[config.mk]
export PLATFORM = sky130hd
export DESIGN_NAME = rom_lookup_pipe
export DESIGN_NICKNAME = d
export VERILOG_FILES = /design/src/rtl/rom_lookup_pkg.sv /design/src/rtl/rom_pipe_stage.sv /design/src/rtl/rom_lookup_pipe.sv
export SDC_FILE = /design/constraint.sdc
export NUM_CORES = 1
export LEC_CHECK = 0
export BUFFER_PORTS_ARGS = -buffer_cell sky130_fd_sc_hd__buf_4
export CAP_MARGIN = 20
export CORE_AREA = 5 5 63 65
export DETAILED_ROUTE_END_ITERATION = 12
export DIE_AREA = 0 0 68 70
export HOLD_SLACK_MARGIN = 0.02
export PLACE_DENSITY = 0.76
export SYNTH_ARGS = -nofsm -noshare
export SYNTH_HDL_FRONTEND = slang
export SYNTH_SLANG_ARGS = --single-unit
[constraint.sdc]
create_clock -name clk -period 2.26 [get_ports clk]
set_clock_uncertainty 0.1 [all_clocks]
set_input_delay 0.113 -clock clk [delete_from_list [all_inputs] [get_ports clk]]
set_output_delay 0.113 -clock clk [all_outputs]
set_load 0.05 [all_outputs]
[src/rtl/rom_lookup_pkg.sv]
// Shared constants for the pipelined lookup ROM: the 16-byte base table, the content rule
// and the legal parameter ranges.
package rom_lookup_pkg;

    localparam int ADDR_W_MIN   = 4;
    localparam int ADDR_W_MAX   = 10;
    localparam int DATA_W_MIN   = 8;
    localparam int DATA_W_MAX   = 64;
    localparam int READ_LAT_MIN = 1;
    localparam int READ_LAT_MAX = 4;

    // Byte i of the table lives at bits [8*i +: 8].
    localparam logic [127:0] ROM_T = {
        8'h51, 8'h99, 8'hA9, 8'h8C, 8'h81, 8'h36, 8'h49, 8'h61,
        8'hFF, 8'hDE, 8'hBC, 8'h9A, 8'h78, 8'h56, 8'h34, 8'h12
    };

    function automatic bit rom_params_ok(input int addr_w, input int data_w, input int read_lat);
        return (addr_w >= ADDR_W_MIN) && (addr_w <= ADDR_W_MAX) &&
               (data_w >= DATA_W_MIN) && (data_w <= DATA_W_MAX) && (data_w % 8 == 0) &&
               (read_lat >= READ_LAT_MIN) && (read_lat <= READ_LAT_MAX);
    endfunction

    // Entry i: base byte T[i[3:0]] ^ i[addr_w-1:4], replicated across data_w/8 byte lanes.
    function automatic logic [DATA_W_MAX-1:0] rom_word(input logic [ADDR_W_MAX-1:0] addr,
                                                       input int addr_w, input int data_w);
        logic [ADDR_W_MAX-1:0] masked;
        logic [7:0]            base;
        logic [DATA_W_MAX-1:0] word;
        for (int b = 0; b < ADDR_W_MAX; b++) begin
            masked[b] = (b < addr_w) ? addr[b] : 1'b0;
        end
        base = ROM_T[{masked[3:0], 3'b000} +: 8] ^ {2'b00, masked[ADDR_W_MAX-1:4]};
        word = '0;
        for (int k = 0; k < DATA_W_MAX / 8; k++) begin
            if (k < data_w / 8) begin
                word[k*8 +: 8] = base;
            end
        end
        return word;
    endfunction

endpackage

[src/rtl/rom_pipe_stage.sv]
// One pipeline register of the lookup ROM: valid + data (+ parity under ROM_LOOKUP_PARITY_EN).
// Latency: 1 cycle when adv is high.
// Backpressure: holds its contents while adv is low; data is zeroed whenever it loads an invalid slot.
module rom_pipe_stage #(
    parameter int DATA_W = 8
) (
    input  logic              clk,
    input  logic              rst,
    input  logic              adv,
    input  logic              d_valid,
    input  logic [DATA_W-1:0] d_data,
`ifdef ROM_LOOKUP_PARITY_EN
    input  logic              d_parity,
    output logic              q_parity,
`endif
    output logic              q_valid,
    output logic [DATA_W-1:0] q_data
);

    always_ff @(posedge clk) begin
        if (rst) begin
            q_valid  <= 1'b0;
            q_data   <= '0;
`ifdef ROM_LOOKUP_PARITY_EN
            q_parity <= 1'b0;
`endif
        end else if (adv) begin
            q_valid  <= d_valid;
            q_data   <= d_valid ? d_data : '0;
`ifdef ROM_LOOKUP_PARITY_EN
            q_parity <= d_valid ? d_parity : 1'b0;
`endif
        end
    end

endmodule

[src/rtl/rom_lookup_pipe.sv]
// Pipelined constant-table lookup ROM, valid/ready on both sides; ROM_LOOKUP_PARITY_EN adds rsp_parity.
// Latency: READ_LAT cycles from request accept to rsp_valid; one request per cycle, bubbles kept.
// Backpressure: rsp_valid && !rsp_ready freezes every stage and drops req_ready.
module rom_lookup_pipe #(
    parameter int ADDR_W   = 4,
    parameter int DATA_W   = 8,
    parameter int READ_LAT = 2
) (
    input  logic              clk,
    input  logic              rst,
    input  logic              req_valid,
    output logic              req_ready,
    input  logic [ADDR_W-1:0] req_addr,
    input  logic              req_en,
    output logic              rsp_valid,
    input  logic              rsp_ready,
    output logic [DATA_W-1:0] rsp_data,
`ifdef ROM_LOOKUP_PARITY_EN
    output logic              rsp_parity,
`endif
    output logic [15:0]       rsp_count
);
    import rom_lookup_pkg::*;

    if (!rom_params_ok(ADDR_W, DATA_W, READ_LAT)) begin : g_bad_params
        $error("rom_lookup_pipe: illegal ADDR_W/DATA_W/READ_LAT combination");
    end

    logic              adv;
    logic              stg_vld [READ_LAT+1];
    logic [DATA_W-1:0] stg_dat [READ_LAT+1];

    // Whole pipe moves together; a stalled head blocks intake as well.
    assign adv       = !rsp_valid || rsp_ready;
    assign req_ready = adv;

    // Index 0 is the combinational lookup feeding the first register.
    assign stg_vld[0] = req_valid;
    assign stg_dat[0] = req_en ? DATA_W'(rom_word(ADDR_W_MAX'(req_addr), ADDR_W, DATA_W)) : '0;

`ifdef ROM_LOOKUP_PARITY_EN
    logic stg_par [READ_LAT+1];
    assign stg_par[0] = ^stg_dat[0];
`endif

    for (genvar s = 0; s < READ_LAT; s++) begin : g_stage
        rom_pipe_stage #(
            .DATA_W (DATA_W)
        ) u_stage (
            .clk      (clk),
            .rst      (rst),
            .adv      (adv),
            .d_valid  (stg_vld[s]),
            .d_data   (stg_dat[s]),
`ifdef ROM_LOOKUP_PARITY_EN
            .d_parity (stg_par[s]),
            .q_parity (stg_par[s+1]),
`endif
            .q_valid  (stg_vld[s+1]),
            .q_data   (stg_dat[s+1])
        );
    end

    // Stages zero their data on invalid loads, so rsp_data is already 0 when idle.
    assign rsp_valid = stg_vld[READ_LAT];
    assign rsp_data  = stg_dat[READ_LAT];
`ifdef ROM_LOOKUP_PARITY_EN
    assign rsp_parity = stg_par[READ_LAT];
`endif

    always_ff @(posedge clk) begin
        if (rst) begin
            rsp_count <= '0;
        end else if (rsp_valid && rsp_ready && (rsp_count != 16'hFFFF)) begin
            rsp_count <= rsp_count + 16'd1;
        end
    end

endmodule

==> impl_results.md <==
- Unrepaired setup endpoints after global routing: false
- R2r endpoint: rsp_count[1]
- H-tree depth: 2
- Inserted Diodes: 0
- Initial antenna violation count: 0
- Fin util: 0.646
- Num CTS Buffers: 5
- DRC Markers: 0
- Synth top area share: 0.396
- Hold_ws: 0.0492 ns
- Cells after synthesis: 204
- First-pass GRT wire length: 5.95 mm
- Routability Congestion: 0.862
- Worst slew margin: 0.631
- First drt pass iteration count: 4
- Setup Viol. Count Final: 0
- Mean Syn Cell Area: 8.43 µm²
- Longest Clk Path Bufs: 2
- Full die area: 4760 µm²
- Hold Path Class: in -> reg
- Input/output buffers: 34
- # resized after CTS: 0
- Final-report max-slew violation count: 0
- DP HPWL: 2.60 mm
- Pwr per Cell Area: 561 nW/µm²
- Netlist cell types: 43
- Vias in the first global route: 1329
- Syn nets: 222
- Maximum number of pins on one net before global-route repair: 37
- Reg2reg start: rsp_count[0]
- Top Ports: 35
- Sw power: 0.307 mW
- Status: complete, no violations
- Standard-cell rows: 21
- Yosys synthesis warning count: 0
- Wire per inst: 13.1 µm
- Endpoint, Worst Hold: rsp_count[4]
- Sw Ratio: 0.258
- Share of cells above drive strength 1: 0.238
- Internal: 0.884 mW
- Sequential share of the synthesized area: 0.396
- Final worst slack: 0.294 ns
- Die X-Extent: 68 µm
- Clock Pin Slew Worst Setup and Hold Paths: 0.11 ns
- DP Worst Slack: 0.332 ns
- Worst Setup End Kind: register
- Die Y: 70 µm
- Vias/cell: 5.56
- Combinational fraction of design power: 0.093
- Root Driver: clkbuf_4
- CTS tree: built
- Final #Nets: 256
- Placed Area: 2030 µm²
- Top cells by area, synth: dfxtp_1, ha_1, a21oi_1
- Minimum clock period after layout: 1.97 ns
- Via count: 1584
- Synthesis-to-layout area growth: 23.3%
- Post-CTS setup buffers: 0
- Max-cap violations: 0
- Arrival @ worst endpoint: 2.10 ns
- Least-Margin Pin Slew: 0.551 ns
- DRT Wirelength: 3.74 mm
- Hold wc startpoint: rst
- Core Area: 3280 µm²
- Part of the cycle the worst path needs: 0.870
- Fin. Hold Viols: 0
- Gr ovfl total: 0
- Initial Util: 0.524
- Peak supply drop: 0.315 mV
- Yosys top cell by area: dfxtp_1
- Part of the power in registers: 0.518
- FF-to-FF path depth: 5
- Setup TNS: 0 ns
- Critical Path RT: 2.40 ns
- Flops & latches, synth: 34
- Design area: 2120 µm²
- Clock power frac: 0.389
- Post-DRT Antenna Nets: 0
- Worst-path fanout max: 9
- Initial DRC Count: 159
- Leakage: 0.832 nW
- Global Route Usage Sum: 0.161
- Peak Freq: 509 MHz
- Worst skew pair latency: 0.35 ns
- Clk sinks: 34
- Crit path kind: reg -> reg
- Mapped cell area: 1720 µm²
- CP Launch Type: register
- WHS Path Cells: 2
- Reg-to-reg slack, setup: 0.29 ns
[layout make-up]
type / instances / area [µm²]
tap: 46 / 57.6
sequential: 34 / 681
multi-input combinational: 150 / 975
fill: 296 / 1160
inverter: 8 / 30.0
clock buffer: 5 / 37.5
clock inverter: 3 / 45.0
timing repair buffer: 39 / 295
[stage by stage]
| step | instances | power [mW] |
|---|---|---|
| finish | 285 | 1.19 |
| detailed placement | 276 | 0.740 |
| global route | 285 | 1.24 |
| floorplan | 204 | 0.704 |
| global placement | 276 | 0.738 |
| CTS | 285 | 1.20 |
[power by group through the flow]
stage,logic (mW),registers [mW],clock network (mW)
3_5_place_dp,0.110,0.630,0
4_1_cts,0.111,0.616,0.468
2_1_floorplan,0.0678,0.636,0
6_report,0.111,0.617,0.463
5_1_grt,0.122,0.618,0.501
3_3_place_gp,0.108,0.630,0
[kinds of logic after synthesis]
family,Yosys count,synth area share
adder cells (fa/ha/maj),9,0.0655
AND/OR/NAND/NOR,84,0.257
XOR/XNOR,3,0.0153
buffers and inverters,20,0.0444
multiplexers,4,0.0313
AO/OA/AOI/OAI,50,0.191
flip-flops,34,0.396
[state kept, by name, summed over array words and instances (netlist names)]
register                 flops
g_stage.u_stage.q_valid      2
g_stage.u_stage.q_data      16
rsp_count                   16
[worst max-delay path, cell delays in order (launching register included)]
cell     delay [ns]
dfxtp_1        0.45
ha_1           0.24
nand3_1        0.16
o41ai_4        0.63
mux2i_1        0.24
nor2_1         0.05
[layout by cell type (no fill, tap or decap), drive strengths merged, types with 2 or more instances in the layout]
master,n
nor2,14
a22oi,3
and3,2
buf,38
a21oi,22
or4,5
dfxtp,34
nor3,4
o31ai,5
nand2,20
o21ai,6
nand3,16
inv,8
nor2b,5
a32oi,2
nand2b,3
nand4,4
or3,4
clkbuf,5
mux2i,2
or2,2
xor2,2
ha,9
o41ai,3
clkinvlp,2
o311ai,2
[synthesized netlist by cell type (all sizes together)]
| library cell | n |
|---|---|
| nand4 | 4 |
| o211ai | 1 |
| o41ai | 3 |
| or3b | 1 |
| a22oi | 3 |
| or3 | 4 |
| xor2 | 2 |
| nand2 | 20 |
| a211o | 1 |
| dfxtp | 34 |
| nor2 | 14 |
| and4 | 1 |
| and2 | 1 |
| or2 | 2 |
| nor2b | 5 |
| mux4 | 1 |
| nor3b | 1 |
| a31oi | 1 |
| nor4 | 1 |
| a21o | 1 |
| nand3 | 16 |
| mux2i | 2 |
| o31ai | 5 |
| and3 | 2 |
| mux2 | 1 |
| o2111ai | 1 |
| inv | 8 |
| xnor2 | 1 |
| o21ai | 6 |
| nand2b | 3 |
| a21bo | 1 |
| a32oi | 2 |
| clkbuf | 12 |
| o311ai | 2 |
| or4 | 5 |
| a21oi | 22 |
| o311a | 1 |
| ha | 9 |
| nor3 | 4 |
[repair_timing]
action                                  CTS  global route
hold buffers                              1             0
hold endpoints to repair                  1             0
endpoints found under the setup margin    0             0
[how the worst max path moves through the flow]
stage	from	endpoint	slack (ns)	cells after the start
after floorplan	rsp_count[5]	rsp_count[15]	0.005	5
after global placement	rsp_count[5]	rsp_count[15]	0.37	4
after detailed placement	rsp_count[0]	rsp_count[1]	0.33	5
after CTS	rsp_count[0]	rsp_count[1]	0.31	5
after global routing	rsp_count[0]	rsp_count[1]	0.17	5
final	rsp_count[0]	rsp_count[1]	0.29	5
[metal layers]
layer  wire [µm]  global-route usage
met5           0                   0
met3         140              0.0497
met1        1880               0.234
met4          68              0.0662
met2        1650               0.216
Note: power is estimated with default switching activity, not from simulation.
